`src/rtl/fifo_ram_ctrl.sv`:
```
// FIFO controller around an external simple dual-port RAM (registered write, async read).
// Owns the pointers, occupancy and flags and drives every RAM control port.
module fifo_ram_ctrl #(
  parameter int unsigned DATA_WIDTH    = 8,
  parameter int unsigned DEPTH         = 4,
  parameter int unsigned ADDRESS_WIDTH = $clog2(DEPTH)
) (
  input  logic                     clk,
  input  logic                     rst,
  input  logic                     flush,
  input  logic                     s_valid,
  output logic                     s_ready,
  input  logic [DATA_WIDTH-1:0]    s_data,
  output logic                     m_valid,
  input  logic                     m_ready,
  output logic [DATA_WIDTH-1:0]    m_data,
  output logic [ADDRESS_WIDTH:0]   count,
  output logic                     full,
  output logic                     empty,
  output logic [ADDRESS_WIDTH-1:0] ram_write_addr,
  output logic [DATA_WIDTH-1:0]    ram_write_data,
  output logic                     ram_write_enable,
  output logic [ADDRESS_WIDTH-1:0] ram_read_addr,
  input  logic [DATA_WIDTH-1:0]    ram_read_data,
  output logic                     ram_read_enable,
  output logic                     ram_chip_select
);

  localparam int unsigned PTR_WIDTH = ADDRESS_WIDTH + 1;

  logic [PTR_WIDTH-1:0] wr_ptr;
  logic [PTR_WIDTH-1:0] rd_ptr;
  logic                 push;
  logic                 pop;

  // Flags from the wrap-bit pointer pair; count is the modular difference.
  always_comb begin
    empty   = (wr_ptr == rd_ptr);
    full    = (wr_ptr[ADDRESS_WIDTH-1:0] == rd_ptr[ADDRESS_WIDTH-1:0]) &&
              (wr_ptr[ADDRESS_WIDTH] != rd_ptr[ADDRESS_WIDTH]);
    count   = PTR_WIDTH'(wr_ptr - rd_ptr);
    s_ready = !full && !rst && !flush;
    m_valid = !empty && !rst && !flush;
    push    = s_valid && s_ready;
    pop     = m_valid && m_ready;
  end

  assign ram_write_addr   = wr_ptr[ADDRESS_WIDTH-1:0];
  assign ram_write_data   = s_data;
  assign ram_write_enable = push;
  assign ram_read_addr    = rd_ptr[ADDRESS_WIDTH-1:0];
  assign ram_read_enable  = pop;
  assign m_data           = ram_read_data;
  assign ram_chip_select  = !rst;

  // Reset outranks flush; both return the pointers to zero without touching the RAM.
  always_ff @(posedge clk) begin
    if (rst || flush) begin
      wr_ptr <= '0;
      rd_ptr <= '0;
    end else begin
      if (push) wr_ptr <= PTR_WIDTH'(wr_ptr + PTR_WIDTH'(1));
      if (pop)  rd_ptr <= PTR_WIDTH'(rd_ptr + PTR_WIDTH'(1));
    end
  end

endmodule
```
`config.mk`:
```
export PLATFORM = sky130hd
export DESIGN_NAME = fifo_ram_ctrl
export DESIGN_NICKNAME = d
export VERILOG_FILES = /design/src/rtl/fifo_ram_ctrl.sv
export SDC_FILE = /design/constraint.sdc
export NUM_CORES = 1
export LEC_CHECK = 0
export CAP_MARGIN = 20
export CORE_UTILIZATION = 34
export DETAILED_ROUTE_END_ITERATION = 10
export GPL_ROUTABILITY_DRIVEN = 1
export GPL_TIMING_DRIVEN = 0
export PLACE_DENSITY = 0.81
export RECOVER_POWER = 100
export SYNTH_ARGS = -nofsm -noshare
export SYNTH_HDL_FRONTEND = slang
export SYNTH_SLANG_ARGS = --single-unit
```
`constraint.sdc`:
```
create_clock -name clk -period 2.9 [get_ports clk]
set_input_delay 0.29 -clock clk [delete_from_list [all_inputs] [get_ports clk]]
set_output_delay 0.29 -clock clk [all_outputs]
set_load 0.01 [all_outputs]
```
==> flow_summary_export.csv <==
group,metric,value,unit
logic_synthesis,syn_area,608,sq um
grt,grt_pass1_vias,522,
timing,clock-skew-final,3.23,ps
cts,numCtsBuffers,3,
timing,fin_hold_ws,509,ps
timing,final_max_slew_viol_count,0,
setup_path,reg2reg_to,"rd_ptr[0]",
cts,cts.sinks,6,
timing,final.setup.tns,0,ps
detailed_routing,drcViolationCount,0,
run_status,outcome,"completed",
cells_and_area,layout_commonest_cell,"dlygate4sd3_1",
setup_path,path_class,"reg2out",
min_path,hold_class,"reg2reg",
setup_path,required,2610,ps
setup_path,crit_path_max_incr_delay,600,ps
cells_and_area,nets,139,
logic_synthesis,synthDistinctLibCells,23,
cts,cts_tree,"built",
die,fp.dieH,44.3,um
setup_path,regToRegStartpoint,"wr_ptr[0]",
logic_synthesis,yosys_warnings,0,
timing,achievable-frequency,392,MHz
cts,ctsResizeCount,0,
place,dp_hpwl,1090,um
detailed_routing,detail_route.vias_per_cell,4.49,
logic_synthesis,yosys_register_bits,6,
die,floorplan.initialDensity,0.381,
cells_and_area,diodes,0,
detailed_routing,detail_route.wl_per_cell,9.94,um
logic_synthesis,ys_seq_area_frac,0.198,
setup_path,critPathMaxFanout,4,
die,dieArea,1960,sq um
cts,cts.reportedPaths.clkPinSlew,50,ps
logic_synthesis,syn_nets,100,
grt,grt_overflow,0,
grt,antenna_found_initial,0,
setup_path,crit_path_end_kind,"output port",
timing,fin_ws,351,ps
die,die_width,44.3,um
timing,final-hold-violation-count,0,
setup_path,critPathLaunchType,"flip-flop",
cts,cts-hold-fix-buffers,0,
power,p_leak,0.471,nW
cells_and_area,layout_common_cells,"dlygate4sd3_1 (30), buf_4 (20), inv_1 (8)",
timing,setup_viol,0,
timing,tightest_slew,479,ps
cts,postCtsSetupBuffers,0,
flow_run,maxCapViolCount,0,
setup_path,endpoint,"ram_write_enable",
cts,clk_latency,250,ps
cells_and_area,syn_to_final_growth,64.6,%
die,num_rows,14,
cts,cts_buffer_depth,2,
logic_synthesis,avgSynthCellArea,8.22,sq um
place,place_ws,656,ps
logic_synthesis,postSynthCellCount,74,
setup_path,rr_worst_depth,5,
detailed_routing,wirelength,1340,um
detailed_routing,dr.first_iter.drc_count,10,
setup_path,worstPathCellList,"inv_1 -> ha_1 -> and2_0 -> a21boi_2 -> and2_2 -> dlygate4sd3_1",
power,vdd_drop_max,0.152,mV
timing,rsz0062_at_grt,"false",
timing,fin_crit_sh,0.879,
die,ios,51,
cts,cts_root_buffer,"clkbuf_4",
grt,grtUsageTotal,0.149,
detailed_routing,ant_nets,0,
setup_path,ff2ff_setup_slack,1360,ps
cts,h-tree-depth,1,
grt,grt_max_degree,11,
detailed_routing,dr_total_vias,606,
detailed_routing,firstDrtPassIters,4,
grt,grt_pass1_wl,2110,um
power,pwr_density_cell,253,nW/um^2
place,gp_congestion,0.760,
setup_path,arrival,2260,ps
timing,slew_headroom,0.678,
place,port_buffers,34,
timing,fin_crit,2550,ps
cells_and_area,drive_gt1_frac,0.243,
setup_path,cp_slowest_cell,"dlygate4sd3_1",
die,core,1590,sq um
setup_path,critPathLaunch,"wr_ptr[0]",
## layout make-up
class / instances / area (sq um)
buffer: 22 / 158
clock buffer: 3 / 22.5
fill: 138 / 593
inverter: 8 / 30.0
multi-input combinational: 38 / 300
sequential: 6 / 120
tap: 24 / 30.0
timing repair buffer: 34 / 340
## per-stage QoR
step | total power [mW] | util | instance area, sq um | std cells
2_1_floorplan | 0.134 | - | 608 | 74
3_3_place_gp | 0.181 | 0.614 | 978 | 132
3_5_place_dp | 0.182 | 0.614 | 978 | 132
4_1_cts | 0.266 | 0.628 | 1000 | 135
5_1_grt | 0.267 | 0.628 | 1000 | 135
6_report | 0.253 | 0.628 | 1000 | 135
## worst max-delay path, delay by kind of cell, from the launching register on
family | cells | cell delay (ps)
simple gates | 2 | 410
compound gates | 1 | 220
buf+inv | 2 | 680
flops | 1 | 380
fa+ha+maj | 1 | 330
## how the worst min path moves through the flow
stage	startpoint	endpoint	slack [ps]	cells after the start
floorplan	wr_ptr[0]	wr_ptr[0]	470	2
global placement	wr_ptr[0]	wr_ptr[0]	470	2
detailed placement	wr_ptr[0]	wr_ptr[0]	510	2
CTS	wr_ptr[0]	wr_ptr[0]	520	2
global route	wr_ptr[0]	wr_ptr[0]	550	2
finish	wr_ptr[0]	wr_ptr[0]	510	2
## per-layer routing
metal	vias up	wire length, um	global-route usage	part of all wire
li1	305	-	-	-
met1	262	549	0.166	0.41
met2	37	626	0.253	0.47
met3	2	153	0.0612	0.11
met4	0	12	0.0545	0.0089
met5	-	0	0	0
## Yosys cell counts
library cell | instances | share of area
a211o_1 | 2 | 0.029
a21boi_2 | 2 | 0.037
and2_1 | 2 | 0.021
and2_2 | 1 | 0.012
buf_1 | 1 | 0.0062
buf_4 | 20 | 0.25
clkbuf_1 | 1 | 0.0062
dfxtp_1 | 6 | 0.20
fa_1 | 1 | 0.033
ha_1 | 4 | 0.082
inv_1 | 8 | 0.049
mux2i_1 | 2 | 0.033
nand2_1 | 4 | 0.025
nand4_1 | 4 | 0.041
nor2_1 | 5 | 0.031
o2111ai_1 | 2 | 0.029
o211ai_1 | 2 | 0.025
o31ai_1 | 1 | 0.012
o31ai_2 | 1 | 0.021
or2_1 | 1 | 0.010
or3_1 | 1 | 0.010
xnor2_1 | 2 | 0.029
xor2_1 | 1 | 0.014
## kinds of logic (layout without fill, tap and decap cells)
family,after synthesis,count (layout),share of synthesized area
compound gates,10,10,0.152
xor+xnor,3,3,0.0432
mux,2,2,0.0329
flops,6,6,0.198
simple gates,18,18,0.150
fa+ha+maj,5,5,0.115
buf+inv,30,67,0.309
## state kept, by name, indices dropped and copies added (netlist names)
| signal | count |
|---|---|
| rd_ptr | 3 |
| wr_ptr | 3 |
## where the power goes
| group | internal (mW) | switching, mW |
|---|---|---|
| clock | 0.0471 | 0.0339 |
| combinational | 0.0516 | 0.0347 |
| sequential | 0.0841 | 0.00169 |
No activity file was read; power rests on OpenSTA's default activity.
